==> src/rtl/rgmii_tx_arbiter.sv <==
// Frame-level round-robin arbiter sharing one RGMII transmit byte stream between
// several egress queues, with inter-frame gap insertion and oversize-frame truncation.
module rgmii_tx_arbiter #(
  parameter int NUM_REQUESTERS  = 4,
  parameter int MAX_FRAME_BYTES = 1522,
  parameter int IFG_CYCLES      = 12
) (
  input  logic                        clock,
  input  logic                        reset,
  input  logic                        enable,
  input  logic [NUM_REQUESTERS-1:0]   req_valid,
  input  logic [8*NUM_REQUESTERS-1:0] req_data,
  input  logic [NUM_REQUESTERS-1:0]   req_last,
  output logic [NUM_REQUESTERS-1:0]   req_ready,
  output logic                        tx_valid,
  output logic [7:0]                  tx_data,
  output logic                        tx_last,
  input  logic                        tx_ready,
  output logic                        grant_valid,
  output logic [2:0]                  grant_index,
  output logic                        frame_truncated
);

  localparam int BW = $clog2(MAX_FRAME_BYTES + 1);
  localparam int GW = $clog2(IFG_CYCLES + 1);

  typedef enum logic [1:0] {
    ST_IDLE   = 2'd0,
    ST_STREAM = 2'd1,
    ST_DRAIN  = 2'd2,
    ST_GAP    = 2'd3
  } state_t;

  state_t          state_r, state_s;
  logic [2:0]      ptr_r, ptr_s;
  logic [2:0]      grant_r, grant_s;
  logic [BW-1:0]   byte_cnt_r, byte_cnt_s;
  logic [GW-1:0]   gap_cnt_r, gap_cnt_s;
  logic            trunc_r, trunc_s;

  logic            hi_found_s, lo_found_s;
  logic [2:0]      hi_idx_s, lo_idx_s, win_idx_s;
  logic            sel_valid_s, sel_last_s;
  logic [7:0]      sel_data_s;
  logic            at_max_s;
  logic            port_ready_s;

  // Round-robin search: first requester above the pointer wins, else first at or below it
  always_comb begin
    hi_found_s = 1'b0;
    lo_found_s = 1'b0;
    hi_idx_s   = 3'd0;
    lo_idx_s   = 3'd0;
    for (int i = 0; i < NUM_REQUESTERS; i++) begin
      if (req_valid[i] && (3'(i) > ptr_r) && !hi_found_s) begin
        hi_found_s = 1'b1;
        hi_idx_s   = 3'(i);
      end else if (req_valid[i] && (3'(i) <= ptr_r) && !lo_found_s) begin
        lo_found_s = 1'b1;
        lo_idx_s   = 3'(i);
      end else begin
        hi_found_s = hi_found_s;
      end
    end
    if (hi_found_s) begin
      win_idx_s = hi_idx_s;
    end else begin
      win_idx_s = lo_idx_s;
    end
  end

  // Select the granted requester's byte lane
  always_comb begin
    sel_valid_s = 1'b0;
    sel_last_s  = 1'b0;
    sel_data_s  = 8'd0;
    for (int i = 0; i < NUM_REQUESTERS; i++) begin
      sel_valid_s = sel_valid_s | (req_valid[i] & (grant_r == 3'(i)));
      sel_last_s  = sel_last_s  | (req_last[i]  & (grant_r == 3'(i)));
      sel_data_s  = sel_data_s  | (req_data[8*i +: 8] & {8{grant_r == 3'(i)}});
    end
  end

  // The byte about to transfer would be number MAX_FRAME_BYTES of the frame
  assign at_max_s = (byte_cnt_r == BW'(MAX_FRAME_BYTES - 1));

  // Next-state logic and the combinational pass-through toward the tx path
  always_comb begin
    state_s      = state_r;
    ptr_s        = ptr_r;
    grant_s      = grant_r;
    byte_cnt_s   = byte_cnt_r;
    gap_cnt_s    = gap_cnt_r;
    trunc_s      = 1'b0;
    port_ready_s = 1'b0;
    tx_valid     = 1'b0;
    tx_data      = 8'd0;
    tx_last      = 1'b0;
    grant_valid  = 1'b0;
    req_ready    = {NUM_REQUESTERS{1'b0}};
    case (state_r)
      ST_IDLE: begin
        if (enable && (|req_valid)) begin
          grant_s    = win_idx_s;
          ptr_s      = win_idx_s;
          byte_cnt_s = {BW{1'b0}};
          state_s    = ST_STREAM;
        end else begin
          state_s = ST_IDLE;
        end
      end
      ST_STREAM: begin
        grant_valid  = 1'b1;
        port_ready_s = tx_ready;
        tx_valid     = sel_valid_s;
        tx_data      = sel_data_s;
        tx_last      = sel_last_s | at_max_s;
        if (sel_valid_s && tx_ready) begin
          byte_cnt_s = byte_cnt_r + BW'(1);
          if (sel_last_s) begin
            gap_cnt_s = {GW{1'b0}};
            state_s   = ST_GAP;
          end else if (at_max_s) begin
            trunc_s = 1'b1;
            state_s = ST_DRAIN;
          end else begin
            state_s = ST_STREAM;
          end
        end else begin
          state_s = ST_STREAM;
        end
      end
      ST_DRAIN: begin
        grant_valid  = 1'b1;
        port_ready_s = 1'b1;
        if (sel_valid_s && sel_last_s) begin
          gap_cnt_s = {GW{1'b0}};
          state_s   = ST_GAP;
        end else begin
          state_s = ST_DRAIN;
        end
      end
      ST_GAP: begin
        if (gap_cnt_r == GW'(IFG_CYCLES - 1)) begin
          gap_cnt_s = {GW{1'b0}};
          state_s   = ST_IDLE;
        end else begin
          gap_cnt_s = gap_cnt_r + GW'(1);
          state_s   = ST_GAP;
        end
      end
      default: begin
        state_s = ST_IDLE;
      end
    endcase
    for (int i = 0; i < NUM_REQUESTERS; i++) begin
      req_ready[i] = port_ready_s & (grant_r == 3'(i));
    end
  end

  // State and counter registers
  always_ff @(posedge clock) begin
    if (reset) begin
      state_r    <= ST_IDLE;
      ptr_r      <= 3'(NUM_REQUESTERS - 1);
      grant_r    <= 3'd0;
      byte_cnt_r <= {BW{1'b0}};
      gap_cnt_r  <= {GW{1'b0}};
      trunc_r    <= 1'b0;
    end else begin
      state_r    <= state_s;
      ptr_r      <= ptr_s;
      grant_r    <= grant_s;
      byte_cnt_r <= byte_cnt_s;
      gap_cnt_r  <= gap_cnt_s;
      trunc_r    <= trunc_s;
    end
  end

  assign grant_index     = grant_r;
  assign frame_truncated = trunc_r;

endmodule

==> config.mk <==
export PLATFORM = sky130hd
export DESIGN_NAME = rgmii_tx_arbiter
export DESIGN_NICKNAME = d
export VERILOG_FILES = /design/src/rtl/rgmii_tx_arbiter.sv
export SDC_FILE = /design/constraint.sdc
export NUM_CORES = 1
export LEC_CHECK = 0
export ABC_AREA = 1
export CORE_UTILIZATION = 40
export CTS_BUF_LIST = sky130_fd_sc_hd__clkbuf_2
export DETAILED_ROUTE_END_ITERATION = 10
export DONT_BUFFER_PORTS = 1
export PLACE_DENSITY = 0.52
export SYNTH_ARGS = -nofsm -noshare
export SYNTH_HDL_FRONTEND = slang
export SYNTH_SLANG_ARGS = --single-unit
==> constraint.sdc <==
create_clock -name clock -period 2.45 [get_ports clock]
set_input_delay 0.735 -clock clock [delete_from_list [all_inputs] [get_ports clock]]
set_output_delay 0.735 -clock clock [all_outputs]
set_load 0.05 [all_outputs]
==> results of run 1 <==
[worst max-delay path by stage]
stage	to	slack (ps)	depth (start not counted)
floorplan	req_ready[2]	-160	4
global placement	req_ready[1]	210	6
detailed placement	req_ready[1]	200	6
CTS	tx_last	-8	8
global route	tx_data[1]	-70	5
finish	tx_data[3]	6	5
[worst register-to-register path: stages, from the launching register on]
cell and delay [ps]:
dfxtp_4 480, clkbuf_2 180, nand3_1 80, nand2_1 110, inv_2 50, nand2_4 80, nand2_4 60, a21boi_4 310
buf_4 220, nand2_2 60, a21oi_2 130
[metrics by stage]
stage	worst slack [ps]	cell area [um^2]	hold slack (ps)
finish	5.95	2420	378
global route	-74.5	2420	322
CTS	-8.31	2340	367
detailed placement	198	2190	449
global placement	208	2190	446
floorplan	-161	2060	440
[cell type report]
class | count | share of cell area, %
inverters | 32 | 5.43
repair buffers | 22 | 9.05
clock inverters | 1 | 1.24
multi-input cells | 230 | 62.1
well taps | 52 | 2.69
clock buffers | 3 | 0.620
flip-flops and latches | 22 | 18.9
[cells in the final DEF, fill, tap and decap left out, types with 2 or more instances in the layout]
master / netlist / routed
nor2_2: 0 / 3
nand2_2: 11 / 12
inv_2: 4 / 7
a21oi_1: 11 / 10
inv_4: 0 / 3
a41oi_4: 0 / 8
ha_1: 7 / 4
nand2_4: 3 / 4
nor3_1: 7 / 4
buf_4: 1 / 13
dfxtp_4: 0 / 3
o21ai_0: 6 / 5
ha_4: 0 / 3
a21oi_2: 11 / 12
nand3_1: 27 / 27
nor3b_1: 5 / 5
dfxtp_2: 0 / 4
nor2_1: 31 / 28
dfxtp_1: 22 / 15
nor3_4: 0 / 2
clkbuf_2: 0 / 4
inv_1: 27 / 20
o211ai_1: 3 / 3
nand2_1: 83 / 81
buf_12: 0 / 3
buf_6: 2 / 5
xor2_1: 7 / 7
[cells in the mapped netlist, types with 2 or more instances]
cell type,instances,area share (%)
a21oi_1,11,2.9
ha_1,7,4.6
clkbuf_1,5,1.0
nand3_1,27,7.2
nor3b_1,5,2.0
nand2_4,3,1.8
a21oi_2,11,5.1
o211ai_1,3,1.2
inv_1,27,5.4
nand2_2,11,3.7
dfxtp_1,22,23
nand2_1,83,17
inv_2,4,0.80
a41oi_1,8,3.7
xor2_1,7,3.3
buf_6,2,1.2
o21ai_0,6,1.6
nor2_1,31,6.2
nor3_1,7,1.9
[power by group through the flow]
stage / combinational (uW) / clock, uW / sequential [uW]
floorplan: 291 / 0 / 398
global placement: 340 / 0 / 398
detailed placement: 341 / 0 / 399
CTS: 366 / 276 / 391
global route: 415 / 289 / 396
finish: 382 / 271 / 393
[repair_timing]
item | 4_1_cts | 5_1_grt
pin swaps | 10 | 6
setup endpoints to repair | 14 | 14
buffers inserted | 6 | 2
resized for setup | 19 | 24
[state kept, by name, summed over array words and instances (netlist names)]
register / count
ptr_r: 2
gap_cnt_r: 4
state_r: 2
grant_index: 2
byte_cnt_r: 11
frame_truncated: 1
[layer usage]
metal  part of all wire [%]  wire length (um)  track usage (%)  up-vias
li1                       -                 -                -      992
met2                     50              2510             37.4       36
met1                     46              2280             26.9      876
met4                   0.32                16             4.00        0
met5                      0                 0                0        -
met3                    3.4               171             2.99        2
[cell families after synthesis]
family          Yosys count  share of synthesized area [%]
xor+xnor                  8                           3.72
compound gates           43                           16.6
simple gates            171                           41.4
buf+inv                  42                           10.0
flops                    22                           23.4
other cells               1                          0.199
fa+ha+maj                 7                           4.65
==> run metrics, run 1 <==
clk sink count 22; NetSw 405 uW; Top FF cell, synth dfxtp_1; fin cells 362; WP data required 1710 ps; Max-Cap Viols 0; synth warn 0; combinational power share 36.6%; post-layout min period 2440 ps; CP Launch Point state_r[1]$_SDFF_PP0_; sum of negative setup slack 0 ps; ant diodes 0; endpoint class of the critical path output port; crit path kind reg2out; Multi-input gate area 1500 um^2; FP Rows 24; DP Wirelength 3.73 mm; routed len/inst 13.8 um; Post-Syn Instances 294; largest net degree at the start of global routing 19; initial drt markers 103; PortBufs 0; PD cells 432 nW/um^2; final WL 4.98 mm; fraction of registers with async set/reset 0%; initial antenna violation count 0; Reg clk slew, reported paths 250 ps; routed vias/inst 5.27; R2R Path Start grant_index[0]$_SDFFE_PP0P_; CP Data Arrival Time 1710 ps; Max H-tree Level 1; Nets 362; vias in the first global route 1,838; Post-Syn Nets 345; Clock Path Buffers 2; die height 70.6 um; share of layout cells above drive strength 1 30.0%; Layout area overhead 28.4%; status complete, but fails checks; CP Launch Type flip-flop; sink of the worst hold path byte_cnt_r[7]$_SDFFE_PP0P_; Die ar. 4990 um^2; RR Endpoint byte_cnt_r[8]$_SDFFE_PP0P_; R2R depth 10; cts bufs inserted 3; first-pass GRT wire length 8.51 mm; Setup Skew 14.1 ps; detailed-route via count 1,906; Critical path buffers and inverters 3; Worst Min Path Start reset; Hold Path Class in2reg; area occupied by registers 457 um^2; Clock Root Buffer clkbuf_2; GRT Resource Usage Total 20.9%; Slew Viols, Final 0; # placed instances 351; Hold Violations, Final 0; worst vdd ir 219 uV; Netlist Area Pre-Place 1880 um^2; Seq cells post-synth 22; violated checks design-rule violations; Internal Power 641 uW; Core Area 4440 um^2; syn avg cell area 6.41 um^2; Fillers 458; RePlAce Congestion 0.853; Crit path max-delay family compound AO/OA/AOI/OAI gates; share of power burned in registers 37.6%; Pleak 0.000844 uW; Clock power frac 25.9%; Total Power 1050 uW; Hold Path Depth 1; DRC Markers 2; fin util 54.4%; Worst path max stage delay 420 ps; Horiz. Die Dim 70.6 um; sequential share of the synthesized area 23.4%; RSZ-0062 raised after global routing yes; Detailed Routing Iterations Pass 1 7; IO Pins 63; Starting Density 42.4%; Post-synth EDFFs 0; hold_buf cts 0; # setup viols final 0; Distinct cells, synth 33; Fmax achieved 409 MHz; clk_lat worst skew 360 ps; Slowest-stage cell, CP a41oi_4; Period Utilization, post-route 99.8%; CTS tree yes; Sw Share 38.7%; gr ovfl total 0; FF-to-FF setup slack 630 ps; Worst Path Max Fanout 13; crit path cell chain inv_2 > ha_4 > clkinvlp_4 > buf_12 > a41oi_4; Antenna Violating Nets Remaining 0
Power figures use the tool's default switching activity.
==> run 2: changes to the inputs <==
--- a/config.mk
+++ b/config.mk
@@ -6,11 +6,11 @@
 export NUM_CORES = 1
 export LEC_CHECK = 0
 export ABC_AREA = 1
-export CORE_UTILIZATION = 40
+export CORE_UTILIZATION = 55
 export CTS_BUF_LIST = sky130_fd_sc_hd__clkbuf_2
 export DETAILED_ROUTE_END_ITERATION = 10
 export DONT_BUFFER_PORTS = 1
-export PLACE_DENSITY = 0.52
+export PLACE_DENSITY = 0.68
 export SYNTH_ARGS = -nofsm -noshare
 export SYNTH_HDL_FRONTEND = slang
 export SYNTH_SLANG_ARGS = --single-unit
==> constraint.sdc (replaced) <==
create_clock -name clock -period 2.7 [get_ports clock]
set_input_delay 0.81 -clock clock [delete_from_list [all_inputs] [get_ports clock]]
set_output_delay 0.81 -clock clock [all_outputs]
set_load 0.05 [all_outputs]
==> run metrics, run 2 (same netlist as run 1, synthesis figures left out) <==
Die ar. 3660 um^2; clk_lat worst skew 350 ps; WP data required 1890 ps; PortBufs 0; crit path kind reg2out; RePlAce Congestion 0.844; first-pass GRT wire length 7.47 mm; sum of negative setup slack 0 ps; final WL 4.72 mm; share of layout cells above drive strength 1 25.3%; most frequent cells in the layout nand2_1 (83), nor2_1 (31), inv_1 (27), nand3_1 (27), dfxtp_1 (20); max FFs per register 11; ant diodes 0; fin area 2370 um^2; Multi-input gate area 1350 um^2; CP Launch Type flip-flop; routed len/inst 13.1 um; crit path cell chain buf_4 > nor2_8 > nand2_1 > nand2_1 > inv_1 > nand2_2 > inv_1 > a21oi_2 > buf_6; Clock Root Buffer clkbuf_2; die height 60.5 um; # setup viols final 0; CTS tree yes; area occupied by registers 448 um^2; Fmax achieved 388 MHz; Reg clk slew, reported paths 240 ps; initial antenna violation count 0; vias in the first global route 1,800; GRT Resource Usage Total 26.4%; cts bufs inserted 3; Hold Violations, Final 0; RSZ-0062 raised after global routing yes; largest net degree at the start of global routing 19; initial drt markers 111; Worst path max stage delay 410 ps; top flop regs byte_cnt_r (11), gap_cnt_r (4); IO Pins 63; Crit path max-delay family buffers and inverters; Starting Density 59.8%; Pleak 0.000901 uW; Max H-tree Level 1; PD cells 396 nW/um^2; FP Rows 20; Slew Viols, Final 0; status finished, final reports clean; routed vias/inst 5.41; endpoint class of the critical path output port; Period Utilization, post-route 95.4%; Clock Path Buffers 2; Nets 368; CP Data Arrival Time 1770 ps; Fillers 261; Detailed Routing Iterations Pass 1 4; most common cell after layout, fill and taps aside nand2_1; Total Power 940 uW; clk sink count 22; Max-Cap Viols 0; Core Area 3150 um^2; worst vdd ir 380 uV; Setup Skew 24.3 ps; Layout area overhead 25.9%; Critical path buffers and inverters 4; placed instance area 2240 um^2; gr ovfl total 0; Worst Path Max Fanout 10; detailed-route via count 1,947; Hold Path Class reg2reg; post-layout min period 2580 ps; Most flops, register byte_cnt_r; Horiz. Die Dim 60.5 um; DP Wirelength 3.51 mm; Slowest-stage cell, CP dfxtp_4; Antenna Violating Nets Remaining 0; DRC Markers 0
==> run 2: changes by cell type in the layout (fill, tap and decap cells not counted), sizes merged <==
cell | previous run | this run
buf | 21 | 28
clkbuf | 4 | 3
clkinv | 1 | 0
inv | 30 | 31
==> run 2: cell type report <==
| type | instances | area share [%] |
|---|---|---|
| well taps | 44 | 2.32 |
| repair buffers | 28 | 14.8 |
| clock inverters | 1 | 1.27 |
| clock buffers | 3 | 0.633 |
| inverters | 32 | 5.22 |
| flip-flops and latches | 22 | 18.9 |
| multi-input cells | 230 | 56.9 |
==> run 2: final timing paths <==
| check | start | end | slack (ps) | cells after the start |
|---|---|---|---|---|
| max | grant_index[1]$_SDFFE_PP0P_ | tx_last | 120 | 9 |
| min | gap_cnt_r[3]$_SDFFE_PP0P_ | gap_cnt_r[3]$_SDFFE_PP0P_ | 470 | 2 |
| max reg2reg | grant_index[1]$_SDFFE_PP0P_ | byte_cnt_r[9]$_SDFFE_PP0P_ | 700 | 11 |
| min reg2reg | gap_cnt_r[3]$_SDFFE_PP0P_ | gap_cnt_r[3]$_SDFFE_PP0P_ | 470 | 2 |
==> run 2: routing by layer <==
layer | GRT usage [%] | vias to the layer above | part of all wire (%)
met5 | 0 | - | 0
met4 | 5.19 | 0 | 0.87
met3 | 5.12 | 6 | 3.9
met2 | 49.5 | 41 | 51
met1 | 31.1 | 899 | 45
li1 | - | 1001 | -
==> run 2: per-stage QoR <==
step	std cells	utilization (%)	hold WS [ps]	worst slack (ps)
2_1_floorplan	294	-	440	-131
3_3_place_gp	351	70.9	444	92.9
3_5_place_dp	351	70.9	447	97.6
4_1_cts	355	72.5	465	31.5
6_report	360	75.2	470	125
5_1_grt	360	75.2	427	-6.98
==> run 2: power breakdown <==
group / switching, uW / internal [uW]
clock: 108 / 128
combinational: 223 / 131
sequential: 12.8 / 337
total: 344 / 596
==> run 2: repair_timing <==
item                                    CTS  global route
buffers inserted                          0             5
endpoints found under the setup margin    6            13
gates resized for setup                   4             6
hold buffers                              0             0
==> run 2: worst min-delay path, cell delays in order (launching register included) <==
cell,delay (ps)
dfxtp_1,360
nand2_1,60
a21oi_1,50
==> run 3: changes to the inputs <==
==> constraint.sdc (replaced) <==
create_clock -name clock -period 3.3 [get_ports clock]
set_input_delay 0.99 -clock clock [delete_from_list [all_inputs] [get_ports clock]]
set_output_delay 0.99 -clock clock [all_outputs]
set_load 0.05 [all_outputs]
==> run metrics, run 3 (same netlist as run 1, synthesis figures left out) <==
Pleak 0.000805 uW; share of layout cells above drive strength 1 17.6%; top flop regs byte_cnt_r (11), gap_cnt_r (4); Detailed Routing Iterations Pass 1 4; most common cell after layout, fill and taps aside nand2_1; CTS tree yes; Hold Violations, Final 0; ant diodes 0; RePlAce Congestion 0.764; crit path kind reg2out; status finished, final reports clean; Nets 358; DP Wirelength 3.41 mm; cts bufs inserted 3; gr ovfl total 0; PortBufs 0; clk sink count 22; Horiz. Die Dim 60.5 um; FP Rows 20; largest net degree at the start of global routing 23; Reg clk slew, reported paths 220 ps; crit path cell chain clkinv_1 > nand3_1 > nand2_1 > inv_1 > nand2_2 > inv_1 > a21oi_1 > buf_4; clk_lat worst skew 330 ps; endpoint class of the critical path output port; Starting Density 59.8%; Worst path max stage delay 660 ps; Core Area 3150 um^2; # setup viols final 0; Antenna Violating Nets Remaining 0; CP Data Arrival Time 2130 ps; routed vias/inst 5.45; DRC Markers 0; Most flops, register byte_cnt_r; Worst-Margin Slew 695 ps; Die ar. 3660 um^2; post-layout min period 3120 ps; most frequent cells in the layout nand2_1 (83), nor2_1 (31), inv_1 (27), nand3_1 (27), dfxtp_1 (22); vias in the first global route 1,593; Max-Cap Viols 0; worst rel slew slack 53.6%; PD cells 341 nW/um^2; post_cts resized 0; Worst Path Max Fanout 10; hold_buf cts 0; IO Pins 63; Slowest-stage cell, CP dfxtp_1; worst hold slack 477 ps; first-pass GRT wire length 6.96 mm; postcts setup bufs 0; Max H-tree Level 1; Clock Root Buffer clkbuf_2; final WL 4.36 mm; initial drt markers 101; GRT Resource Usage Total 24.8%; Setup Skew 17.8 ps; worst vdd ir 233 uV; Slew Viols, Final 0; Fmax achieved 321 MHz; RSZ-0062 raised after global routing no; most used cell, CP inv_1; max FFs per register 11; Period Utilization, post-route 94.5%; Total Power 700 uW; detailed-route via count 1,907; initial antenna violation count 0; Layout area overhead 8.83%; WP data required 2310 ps; routed len/inst 12.5 um; CP Launch Type flip-flop; Clock Path Buffers 2; die height 60.5 um; Hold Path Class reg2reg
## run 3: cell types whose count changed in the layout (fill, tap and decap cells not counted), moves of 2 or more
cell	delta
a41oi_1	+8
a41oi_2	-8
buf_12	-11
buf_4	+2
dfxtp_1	+2
dfxtp_4	-2
nor3_1	+2
## run 3: cell type report
cell class	instances	area, um^2
inverters	32	120
clock inverters	1	30.0
multi-input cells	230	1250
flip-flops and latches	22	440
fillers	309	1100
well taps	44	55.1
repair buffers	18	135
clock buffers	3	15.0
## run 3: path summary, 6_finish.rpt
| path | start | endpoint | slack, ps | cells after the start |
|---|---|---|---|---|
| worst min register to register | gap_cnt_r[3]$_SDFFE_PP0P_ | gap_cnt_r[3]$_SDFFE_PP0P_ | 480 | 2 |
| worst max register to register | state_r[1]$_SDFF_PP0_ | byte_cnt_r[7]$_SDFFE_PP0P_ | 840 | 8 |
| worst min-delay path | gap_cnt_r[3]$_SDFFE_PP0P_ | gap_cnt_r[3]$_SDFFE_PP0P_ | 480 | 2 |
| worst max-delay path | grant_index[1]$_SDFFE_PP0P_ | tx_last | 180 | 8 |
## run 3: layer usage
| layer | global-route usage (%) | share of wire [%] |
|---|---|---|
| met5 | 0 | 0 |
| met4 | 5.19 | 0.62 |
| met3 | 5.12 | 4.3 |
| met2 | 42.4 | 47 |
| met1 | 32.3 | 48 |
## run 3: report_power, final
part	internal, uW	switching (uW)	leakage [uW]
combinational	64.5	157	0.000600
clock	105	82.2	0.0000266
sequential	276	15.9	0.000179
total	445	255	0.000805
## run 3: through the flow
stage	cell area, um^2	std cells	util, %	setup TNS, ps	setup slack, ps
after floorplan	1880	294	-	-106	-52.9
after global placement	2010	346	63.6	0	549
after detailed placement	2010	346	63.6	0	540
after CTS	2050	350	65.0	0	173
after global routing	2050	350	65.0	0	7.35
final	2050	350	65.0	0	181
## run 3: critical path, delay by kind of cell, from the launching register on
family,cells,cell delay (ps)
AND/OR/NAND/NOR,3,300
AO/OA/AOI/OAI,1,70
buffers and inverters,4,760
flip-flops,1,660
